$ cat src/rtl/lock_pkg.sv
// Shared types and defaults for the lock access guard.
// Holds the FSM state encoding and the fail counter width helper.
package lock_pkg;

    typedef enum logic [1:0] {
        IDLE    = 2'd0,
        OPEN    = 2'd1,
        LOCKOUT = 2'd2
    } guard_state_e;

    localparam int unsigned DEF_MAX_FAILS      = 3;
    localparam int unsigned DEF_OPEN_CYCLES    = 50;
    localparam int unsigned DEF_LOCKOUT_CYCLES = 200;
    localparam int unsigned DEF_TMR_W          = 16;

    // Bits needed to hold 0..max_fails inclusive.
    function automatic int unsigned fail_cnt_w(input int unsigned max_fails);
        int unsigned w;
        w = $clog2(max_fails + 1);
        return (w < 1) ? 1 : w;
    endfunction

endpackage

$ cat src/rtl/cycle_timer.sv
// Loadable down-counter shared by the OPEN and LOCKOUT periods.
// done is high whenever the count sits at zero.
module cycle_timer #(
    parameter int unsigned TMR_W = 16
) (
    input  logic             clk,
    input  logic             reset,
    input  logic             load,
    input  logic [TMR_W-1:0] load_val,
    input  logic             cnt_en,
    output logic             done
);

    logic [TMR_W-1:0] cnt_d;
    logic [TMR_W-1:0] cnt_q;

    // Load wins over counting; the count parks at zero.
    always_comb begin
        cnt_d = cnt_q;
        if (load) begin
            cnt_d = load_val;
        end else if (cnt_en && (cnt_q != '0)) begin
            cnt_d = cnt_q - 1'b1;
        end
    end

    // Count register with synchronous active-low reset.
    always_ff @(posedge clk) begin
        if (!reset) begin
            cnt_q <= '0;
        end else begin
            cnt_q <= cnt_d;
        end
    end

    assign done = (cnt_q == '0);

endmodule

$ cat src/rtl/lock_access_guard.sv
// Turns password verdicts into door, lockout and siren drives.
// Optional macro LOCK_MANUAL_CLOSE_EN adds a close_req input.
module lock_access_guard
    import lock_pkg::*;
#(
    parameter int unsigned MAX_FAILS      = DEF_MAX_FAILS,
    parameter int unsigned OPEN_CYCLES    = DEF_OPEN_CYCLES,
    parameter int unsigned LOCKOUT_CYCLES = DEF_LOCKOUT_CYCLES,
    parameter int unsigned TMR_W          = DEF_TMR_W,
    localparam int unsigned FC_W          = fail_cnt_w(MAX_FAILS)
) (
    input  logic            clk,
    input  logic            reset,
`ifdef LOCK_MANUAL_CLOSE_EN
    input  logic            close_req,
`endif
    input  logic            attempt_valid,
    input  logic            unlock,
    input  logic            alarm,
    output logic            door_open,
    output logic            lockout,
    output logic            siren,
    output logic [FC_W-1:0] fail_count,
    output logic            busy
);

    localparam logic [TMR_W-1:0] OPEN_LD = TMR_W'(OPEN_CYCLES - 1);
    localparam logic [TMR_W-1:0] LOCK_LD = TMR_W'(LOCKOUT_CYCLES - 1);
    localparam logic [FC_W-1:0]  MAX_FC  = FC_W'(MAX_FAILS);
    localparam logic [FC_W-1:0]  FC_ONE  = FC_W'(1);

    guard_state_e     state_d;
    guard_state_e     state_q;
    logic [FC_W-1:0]  fail_count_d;
    logic [FC_W-1:0]  fail_count_q;
    logic [FC_W-1:0]  fail_inc;
    logic             door_open_d;
    logic             door_open_q;
    logic             lockout_d;
    logic             lockout_q;
    logic             busy_d;
    logic             busy_q;
    logic             tmr_load;
    logic [TMR_W-1:0] tmr_load_val;
    logic             tmr_cnt_en;
    logic             tmr_done;
    logic             good;

    assign good     = unlock & ~alarm;
    assign fail_inc = fail_count_q + FC_ONE;

    cycle_timer #(
        .TMR_W (TMR_W)
    ) u_timer (
        .clk      (clk),
        .reset    (reset),
        .load     (tmr_load),
        .load_val (tmr_load_val),
        .cnt_en   (tmr_cnt_en),
        .done     (tmr_done)
    );

    // Next state, fail count and timer control; attempts only count in IDLE.
    always_comb begin
        state_d      = state_q;
        fail_count_d = fail_count_q;
        tmr_load     = 1'b0;
        tmr_load_val = '0;
        tmr_cnt_en   = 1'b0;
        unique case (state_q)
            IDLE: begin
                if (attempt_valid) begin
                    if (good) begin
                        state_d      = OPEN;
                        fail_count_d = '0;
                        tmr_load     = 1'b1;
                        tmr_load_val = OPEN_LD;
                    end else if (fail_inc >= MAX_FC) begin
                        state_d      = LOCKOUT;
                        fail_count_d = MAX_FC;
                        tmr_load     = 1'b1;
                        tmr_load_val = LOCK_LD;
                    end else begin
                        fail_count_d = fail_inc;
                    end
                end
            end
            OPEN: begin
                if (tmr_done) begin
                    state_d = IDLE;
                end else begin
                    tmr_cnt_en = 1'b1;
                end
`ifdef LOCK_MANUAL_CLOSE_EN
                if (close_req) begin
                    state_d = IDLE;
                end
`endif
            end
            LOCKOUT: begin
                if (tmr_done) begin
                    state_d      = IDLE;
                    fail_count_d = '0;
                end else begin
                    tmr_cnt_en = 1'b1;
                end
            end
            default: begin
                state_d      = IDLE;
                fail_count_d = '0;
            end
        endcase
    end

    // Output decode from the next state so every output is a flop.
    always_comb begin
        door_open_d = (state_d == OPEN);
        lockout_d   = (state_d == LOCKOUT);
        busy_d      = (state_d != IDLE);
    end

    // State and output registers with synchronous active-low reset.
    always_ff @(posedge clk) begin
        if (!reset) begin
            state_q      <= IDLE;
            fail_count_q <= '0;
            door_open_q  <= 1'b0;
            lockout_q    <= 1'b0;
            busy_q       <= 1'b0;
        end else begin
            state_q      <= state_d;
            fail_count_q <= fail_count_d;
            door_open_q  <= door_open_d;
            lockout_q    <= lockout_d;
            busy_q       <= busy_d;
        end
    end

    assign door_open  = door_open_q;
    assign lockout    = lockout_q;
    assign siren      = lockout_q;
    assign busy       = busy_q;
    assign fail_count = fail_count_q;

endmodule

$ cat config.mk
export PLATFORM = sky130hd
export DESIGN_NAME = lock_access_guard
export DESIGN_NICKNAME = d
export VERILOG_FILES = /design/src/rtl/lock_pkg.sv /design/src/rtl/cycle_timer.sv /design/src/rtl/lock_access_guard.sv
export SDC_FILE = /design/constraint.sdc
export NUM_CORES = 1
export LEC_CHECK = 0
export CAP_MARGIN = 15
export CORE_AREA = 2 2 57 59
export CTS_BUF_LIST = sky130_fd_sc_hd__clkbuf_4 sky130_fd_sc_hd__clkbuf_8
export DETAILED_ROUTE_END_ITERATION = 12
export DIE_AREA = 0 0 59 61
export PLACE_DENSITY = 0.67
export RECOVER_POWER = 50
export SETUP_SLACK_MARGIN = 0.3
export SYNTH_ARGS = -nofsm -noshare
export SYNTH_HDL_FRONTEND = slang
export SYNTH_HIERARCHICAL = 1
export SYNTH_SLANG_ARGS = --single-unit
$ cat constraint.sdc
create_clock -name clk -period 2.6 [get_ports clk]
set_clock_uncertainty 0.15 [all_clocks]
set_input_delay 0.39 -clock clk [delete_from_list [all_inputs] [get_ports clk]]
set_output_delay 0.39 -clock clk [all_outputs]
set_load 0.03 [all_outputs]
==> results of run 1 <==
## what timing repair did
action | in CTS | in global routing
endpoints found under the setup margin | 7 | 18
gates resized for setup | 2 | 15
buffers inserted | 2 | 2
pin swaps | 0 | 6
## metrics by stage
stage | total power [W] | utilization (%) | area [um2] | setup WS [ns]
after floorplan | 0.000697 | - | 1370 | 0.313
after global placement | 0.000761 | 50.9 | 1500 | 0.319
after detailed placement | 0.000768 | 50.9 | 1500 | 0.211
final | 0.000984 | 54.5 | 1610 | 0.268
after global routing | 0.00105 | 54.5 | 1610 | 0.162
after CTS | 0.000955 | 53.0 | 1570 | 0.304
## sequential cells by signal, summed over array words and instances, names as in the netlist
signal	count
busy	1
lockout	1
state_q	2
fail_count	2
door_open	1
u_timer/cnt_q	16
## report_power, final
group | switching [W] | leakage, nW | total [W] | internal, W
Sequential | 0.0000501 | 0.189 | 0.000444 | 0.000393
Clock | 0.000101 | 0.0184 | 0.000171 | 0.0000703
Combinational | 0.000191 | 0.431 | 0.000369 | 0.000178
Total | 0.000342 | 0.639 | 0.000984 | 0.000641
## logic make-up after synthesis
kind of cell	Yosys count	synth area share, %
other	1	0.281
multiplexers	4	3.00
buffers and inverters	18	5.90
AO/OA/AOI/OAI	40	17.3
AND/OR/NAND/NOR	58	26.2
XOR/XNOR	11	7.21
adder cells (fa/ha/maj)	6	5.62
flip-flops	23	34.5
## path summary, 6_finish.rpt
path / to / depth (start not counted) / startpoint
worst max register to register: u_timer/cnt_q[14] / 10 / u_timer/cnt_q[0]
worst max-delay path: u_timer/cnt_q[14] / 10 / u_timer/cnt_q[0]
worst min-delay path: fail_count[1] / 2 / fail_count[1]
worst min register to register: fail_count[1] / 2 / fail_count[1]
## critical path: cells and delay by family, from the launching register on
family / cells / cell delay, ns
and+or+nand+nor: 6 / 1.16
DFF: 1 / 0.40
muxes: 1 / 0.22
adders and majority gates: 1 / 0.16
AOI/OAI and AO/OA: 1 / 0.08
buffers and inverters: 1 / 0.06
## placed cells by master (no fill, tap or decap), types with 6 or more instances in the layout
master	n
sky130_fd_sc_hd__nand2_1	8
sky130_fd_sc_hd__dlygate4sd3_1	6
sky130_fd_sc_hd__xnor2_1	11
sky130_fd_sc_hd__a21oi_1	15
sky130_fd_sc_hd__inv_1	9
sky130_fd_sc_hd__nor3_1	6
sky130_fd_sc_hd__nor2_1	13
sky130_fd_sc_hd__o21ai_0	16
sky130_fd_sc_hd__conb_1	9
sky130_fd_sc_hd__buf_4	6
sky130_fd_sc_hd__dfxtp_1	21
## final cells by class
cell class	instances	area [um2]	area share (%)
Timing Repair Buffer	17	149	9.25
Clock buffer	4	30.0	1.87
Sequential cell	23	463	28.8
Tap cell	33	41.3	2.57
Inverter	12	45.0	2.80
Multi-Input combinational cell	128	881	54.7
## layer usage
metal	wire length [um]	GRT usage, %
met5	0	0
met4	29	8.12
met3	84	3.84
met2	1450	31.4
met1	1360	21.2
==> metrics list, run 1 <==
* Chip width: 59 um
- Drt first pass iters: 4
- Clock-pin slew was measured on the worst setup and hold paths at between 0.1 and 0.15 ns.
- The count of nets left with antenna violations once routing finished came out at 0.
* Via count normalized by instance count: roughly 5.4
- For this block, the via count after detailed routing is between 1000 and 1500.
- Period minus WS final: 2.33 ns
- After synthesis the cells add up to roughly 1300 um2.
* TritonCTS clock tree: built
- Fraction of registers with async set or reset after synthesis: 0%
- Average cell area after synthesis: slightly above 8 um2
- The later pin in the worst-skew pair is clocked with a latency of 0.31 ns.
- The die is ~61 um tall.
- The post-route netlist has ~15% of its cells at a drive strength greater than 1.
* Maximum VDD drop: ~0.37 mV
* Antenna diodes: 0
- After global routing the overflow that remains totals 0.
- After synthesis, the cell types taking the most area are sky130_fd_sc_hd__dfxtp_1 34%, sky130_fd_sc_hd__xnor2_1 7.2%, sky130_fd_sc_hd__o21ai_0 6.0%, sky130_fd_sc_hd__a21oi_1 5.6%, sky130_fd_sc_hd__ha_1 5.6%.
* Synthesis-to-layout area growth: 20.4%
* Sequential element share of the synthesized area: between 30% and 40%
- The worst pin sits at a relative slew slack of roughly three fifths.
- Highest-delay cell along the critical path: sky130_fd_sc_hd__dfxtp_1
* Top cell types by occurrence after synthesis: 23 x sky130_fd_sc_hd__dfxtp_1, 16 x sky130_fd_sc_hd__o21ai_0, 15 x sky130_fd_sc_hd__a21oi_1
* H-tree depth: 1
- The number of antenna violations at the first check in global routing was 0.
- Status: finished, final reports clean
* Fill cell instance count of the final layout: 284
* Area leader, netlist: sky130_fd_sc_hd__dfxtp_1
- 11 I/O pins were placed.
- Data on the critical path arrives at its endpoint at 2.39 ns.
- After detailed placement, the design holds a cell count of about 210.
* Post-detail-place hpwl: ~2000 um
- Number of non-filler instances in the completed layout: roughly 220
* Classification of the worst setup path: reg -> reg
* CP cell instances: inv_2 > ha_4 > nor3b_4 > and4bb_1 > nor2b_4 > and3b_1 > nand4_1 > nor3_2 > mux2i_1 > a21oi_1
* Slew Limit Fails: 0
- Count leader, synth: sky130_fd_sc_hd__dfxtp_1
- Maximum number of pins on one net before global-route repair: 20
* Ratio of final minimum period to clock period: approximately nine tenths
* Max stage delay on crit path: 0.40 ns
- First-pass GRT wire length: between 4000 and 5000 um
* Power per cell area: slightly above 600 nW/um2
- Peak fanout along the critical path: 5
- Global routing used about 18% of the available tracks across all layers.
- For this run, design rule violations remaining after detail routing come to 0.
* Data required time at the worst endpoint: roughly 2.7 ns
- The top cell type by area accounts for between 30% and 40% of the synthesized area.
- Max-cap violations in this run came to 0.
* CTS hold repair buffers: 0
- The final layout contains approximately 200 nets.
- STA classifies the critical path endpoint as a flop.
* Final Setup Violations: 0
- Minimum hold slack: slightly above 0.4 ns
- Setup total negative slack: 0 ns
- Timing would allow up to around 430 MHz.
* Synthesis Warnings: 6
- Instance count of the mapped netlist: between 150 and 200
- CTS Buf Count: 3
- The die covers about 3600 um2.
* Global placer's final weighted congestion: around 0.82
* Setup repair after global routing missed its margin: yes
- Clock sink total: 23
- After the first detailed-routing iteration, the DRC count stood at 28.
* Number of enable flip-flop cells after synthesis: 0
- Root buf cell: sky130_fd_sc_hd__clkbuf_4
- Input and output buffers added on the ports amount to 10.
* Vias in the first global route: ~1100
- The most used flip-flop cell after synthesis is sky130_fd_sc_hd__dfxtp_1.
- Setup slack of the most critical reg-to-reg path: between 0.2 and 0.3 ns
- Starting utilization of the core area: 45.3%
- Register bit total from synthesis: 23
- Total detailed-routing wirelength: 2920 um
* CORE AREA: around 3000 um2
* Buffers from clock root to sink, at most: 2
* Path type of the worst min-delay path: reg -> reg
- Yosys mapped the design onto 40 distinct sky130hd cell types.
- Routed WL per cell: approximately 13 um
- Final hold vios: 0
- Std-Cell Rows: 20
* Leak pwr: between 0.6 and 0.7 nW
* Worst slew pin tran: roughly 0.6 ns
- STA classifies the critical path startpoint as a flop.
Note: power is estimated with default switching activity, not from simulation.
==> run 2, diff against run 1 <==
--- a/config.mk
+++ b/config.mk
@@ -10,6 +10,7 @@
 export CTS_BUF_LIST = sky130_fd_sc_hd__clkbuf_4 sky130_fd_sc_hd__clkbuf_8
 export DETAILED_ROUTE_END_ITERATION = 12
 export DIE_AREA = 0 0 59 61
+export MAX_ROUTING_LAYER = met4
 export PLACE_DENSITY = 0.67
 export RECOVER_POWER = 50
 export SETUP_SLACK_MARGIN = 0.3
==> metrics list, run 2 (same netlist as run 1, synthesis figures left out) <==
* Status: finished, final reports clean
- Classification of the worst setup path: reg -> reg
- Max-cap violations in this run came to 0.
* Path type of the worst min-delay path: reg -> reg
- In this run the power density over the cells is roughly 610 nW/um2.
* Area of the multi-input gates: between 800 and 900 um2
- Drt first pass iters: 4
* Total via count after detailed routing: 1179
- Leading cell type in the layout, fill and taps excluded: sky130_fd_sc_hd__dfxtp_1
* Overall overflow remaining after global route: 0
- Clock tree synthesis inserted a total of 3 buffers.
- Total detailed-routing wirelength: about 2900 um
- For the worst setup path, the data arrival time is about 2.4 ns.
- Fill cell instance count of the final layout: approximately 280
- Timing would allow up to between 400 and 500 MHz.
- The floorplan step defined a die boundary enclosing 3600 um2.
- Entering global routing, the biggest net connects 20 pins.
- Antenna violations before repair: 0
* Critical Path Source Type: flop
* Final Setup Violations: 0
- Vias in the first global route: between 1000 and 1500
- Measured on the finished design, the core utilization comes to a little over half.
- Leaving out fill and tap cells, the most frequent cells in the layout are 21 x sky130_fd_sc_hd__dfxtp_1, 16 x sky130_fd_sc_hd__o21ai_0, 15 x sky130_fd_sc_hd__a21oi_1.
- For this design the top-level I/O count stands at 11.
- For this design, the slowest cell found on the critical path is sky130_fd_sc_hd__or4_4.
- In this run the tool buffered the top-level ports with 10 buffer cells.
- The net count of the finished layout is ~200.
- The number of antenna diodes in the final layout is 0.
- Y dimension of the die: 61 um
* CORE AREA: just under 3000 um2
- The final-report hold violation count is 0.
* TritonCTS clock tree: built
* Worst slew pin tran: between 0.6 and 0.7 ns
- Setup repair after global routing missed its margin: yes
* Number of placed instances, taps included: 209
- Leak pwr: between 0.6 and 0.7 nW
- In this run the worst path has a maximum fanout of 5.
* Starting utilization of the core area: between 40% and 50%
- The count of nets left with antenna violations once routing finished came out at 0.
* Buffers from clock root to sink, at most: 2
- Via count normalized by instance count: between 5 and 6
- After legalization and detailed placement, the total HPWL measured roughly 2000 um.
* Nature of the critical path endpoint: flop
* First-pass GRT wire length: 4840 um
- For this design, the CTS-stage hold fixing added 0 buffers.
- At the later pin of the worst-skew pair, clock insertion delay measures 0.31 ns.
- Synthesis-to-layout area growth: 20.4%
* Number of non-filler instances in the completed layout: 217
- From left edge to right edge, the die measures a little under 60 um.
- Setup total negative slack: 0 ns
- Minimum hold slack: between 0.4 and 0.5 ns
* Root buf cell: sky130_fd_sc_hd__clkbuf_4
* Slew Limit Fails: 0
- Largest register FFs: 16
* Period minus WS final: about 2.3 ns
- Cells with a size suffix above 1 make up 14.7% of the layout.
- Register with the most flip-flops: u_timer/cnt_q
* Max stage delay on crit path: approximately 0.56 ns
- Global placer's final weighted congestion: 0.830
- In the finished design, the share of the clock period the worst path needs comes to between 80 and 90%.
- Measured against its own limit, the worst slew margin works out to around 60%.
- Setup slack of the most critical reg-to-reg path: approximately 0.27 ns
- IR analysis of the VDD net gives a maximum drop of roughly 0.37 mV.
- The clock drives 23 sinks.
- Clock-pin slew was measured on the worst setup and hold paths at roughly 0.12 ns.
- CP cell instances: or4_4 > and4bb_1 > nor2b_4 > and3b_1 > nand4_1 > nor2_1 > xnor2_1 > a21oi_1
- Std-Cell Rows: 20
* Global routing usage summed across all routing layers: 18.6%
* Flip-flop and latch area: around 460 um2
* Violation count after the first detailed-route iteration: 29
- H-tree depth: 1
* Routed WL per cell: 13.5 um
- Number of design rule violations left after detail routing: 0
* Data required time at the worst endpoint: about 2.7 ns
[run 2: cell counts in the layout (fill, tap and decap cells not counted)]
Identical to the previous run, type by type.
[run 2: final timing paths]
kind                                         from           endpoint  depth (start not counted)
worst max-delay path            u_timer/cnt_q[10]  u_timer/cnt_q[12]                          8
worst min-delay path                fail_count[1]      fail_count[1]                          2
worst max register to register  u_timer/cnt_q[10]  u_timer/cnt_q[12]                          8
worst min register to register      fail_count[1]      fail_count[1]                          2
[run 2: layout make-up]
cell class,count,area share [%]
Inverter,12,2.80
Timing Repair Buffer,17,9.25
Clock buffer,4,1.87
Sequential cell,23,28.8
Tap cell,33,2.57
Multi-Input combinational cell,128,54.7
[run 2: timing repair]
item / 4_1_cts / 5_1_grt
resized for setup: 2 / 15
setup endpoints to repair: 7 / 18
pin swaps: 0 / 6
buffers inserted: 2 / 2
[run 2: stage by stage]
step                total power [W]  area (um2)  setup WS [ns]
global route                0.00105        1610          0.162
finish                     0.000983        1610          0.273
CTS                        0.000955        1570          0.304
floorplan                  0.000697        1370          0.313
detailed placement         0.000768        1500          0.211
global placement           0.000761        1500          0.319
[run 2: power by group]
| group | switching [W] | total (W) | leakage, nW | internal [W] |
|---|---|---|---|---|
| Combinational | 0.000191 | 0.000369 | 0.431 | 0.000178 |
| Clock | 0.000101 | 0.000171 | 0.0184 | 0.0000703 |
| Sequential | 0.0000501 | 0.000443 | 0.189 | 0.000393 |
| Total | 0.000342 | 0.000983 | 0.639 | 0.000641 |
[run 2: critical path, delay by kind of cell (launching register included)]
family	cells	cell delay [ns]
AOI/OAI and AO/OA	1	0.08
xor gates and xnor gates	1	0.16
and+or+nand+nor	6	1.47
DFF	1	0.36
[run 2: routing by layer]
metal / vias to the layer above / wire [um] / global-route usage (%)
li1: 601 / - / -
met1: 554 / 1350 / 21.2
met2: 22 / 1440 / 31.4
met3: 2 / 110 / 3.84
met4: 0 / 29 / 8.12
met5: - / 0 / -
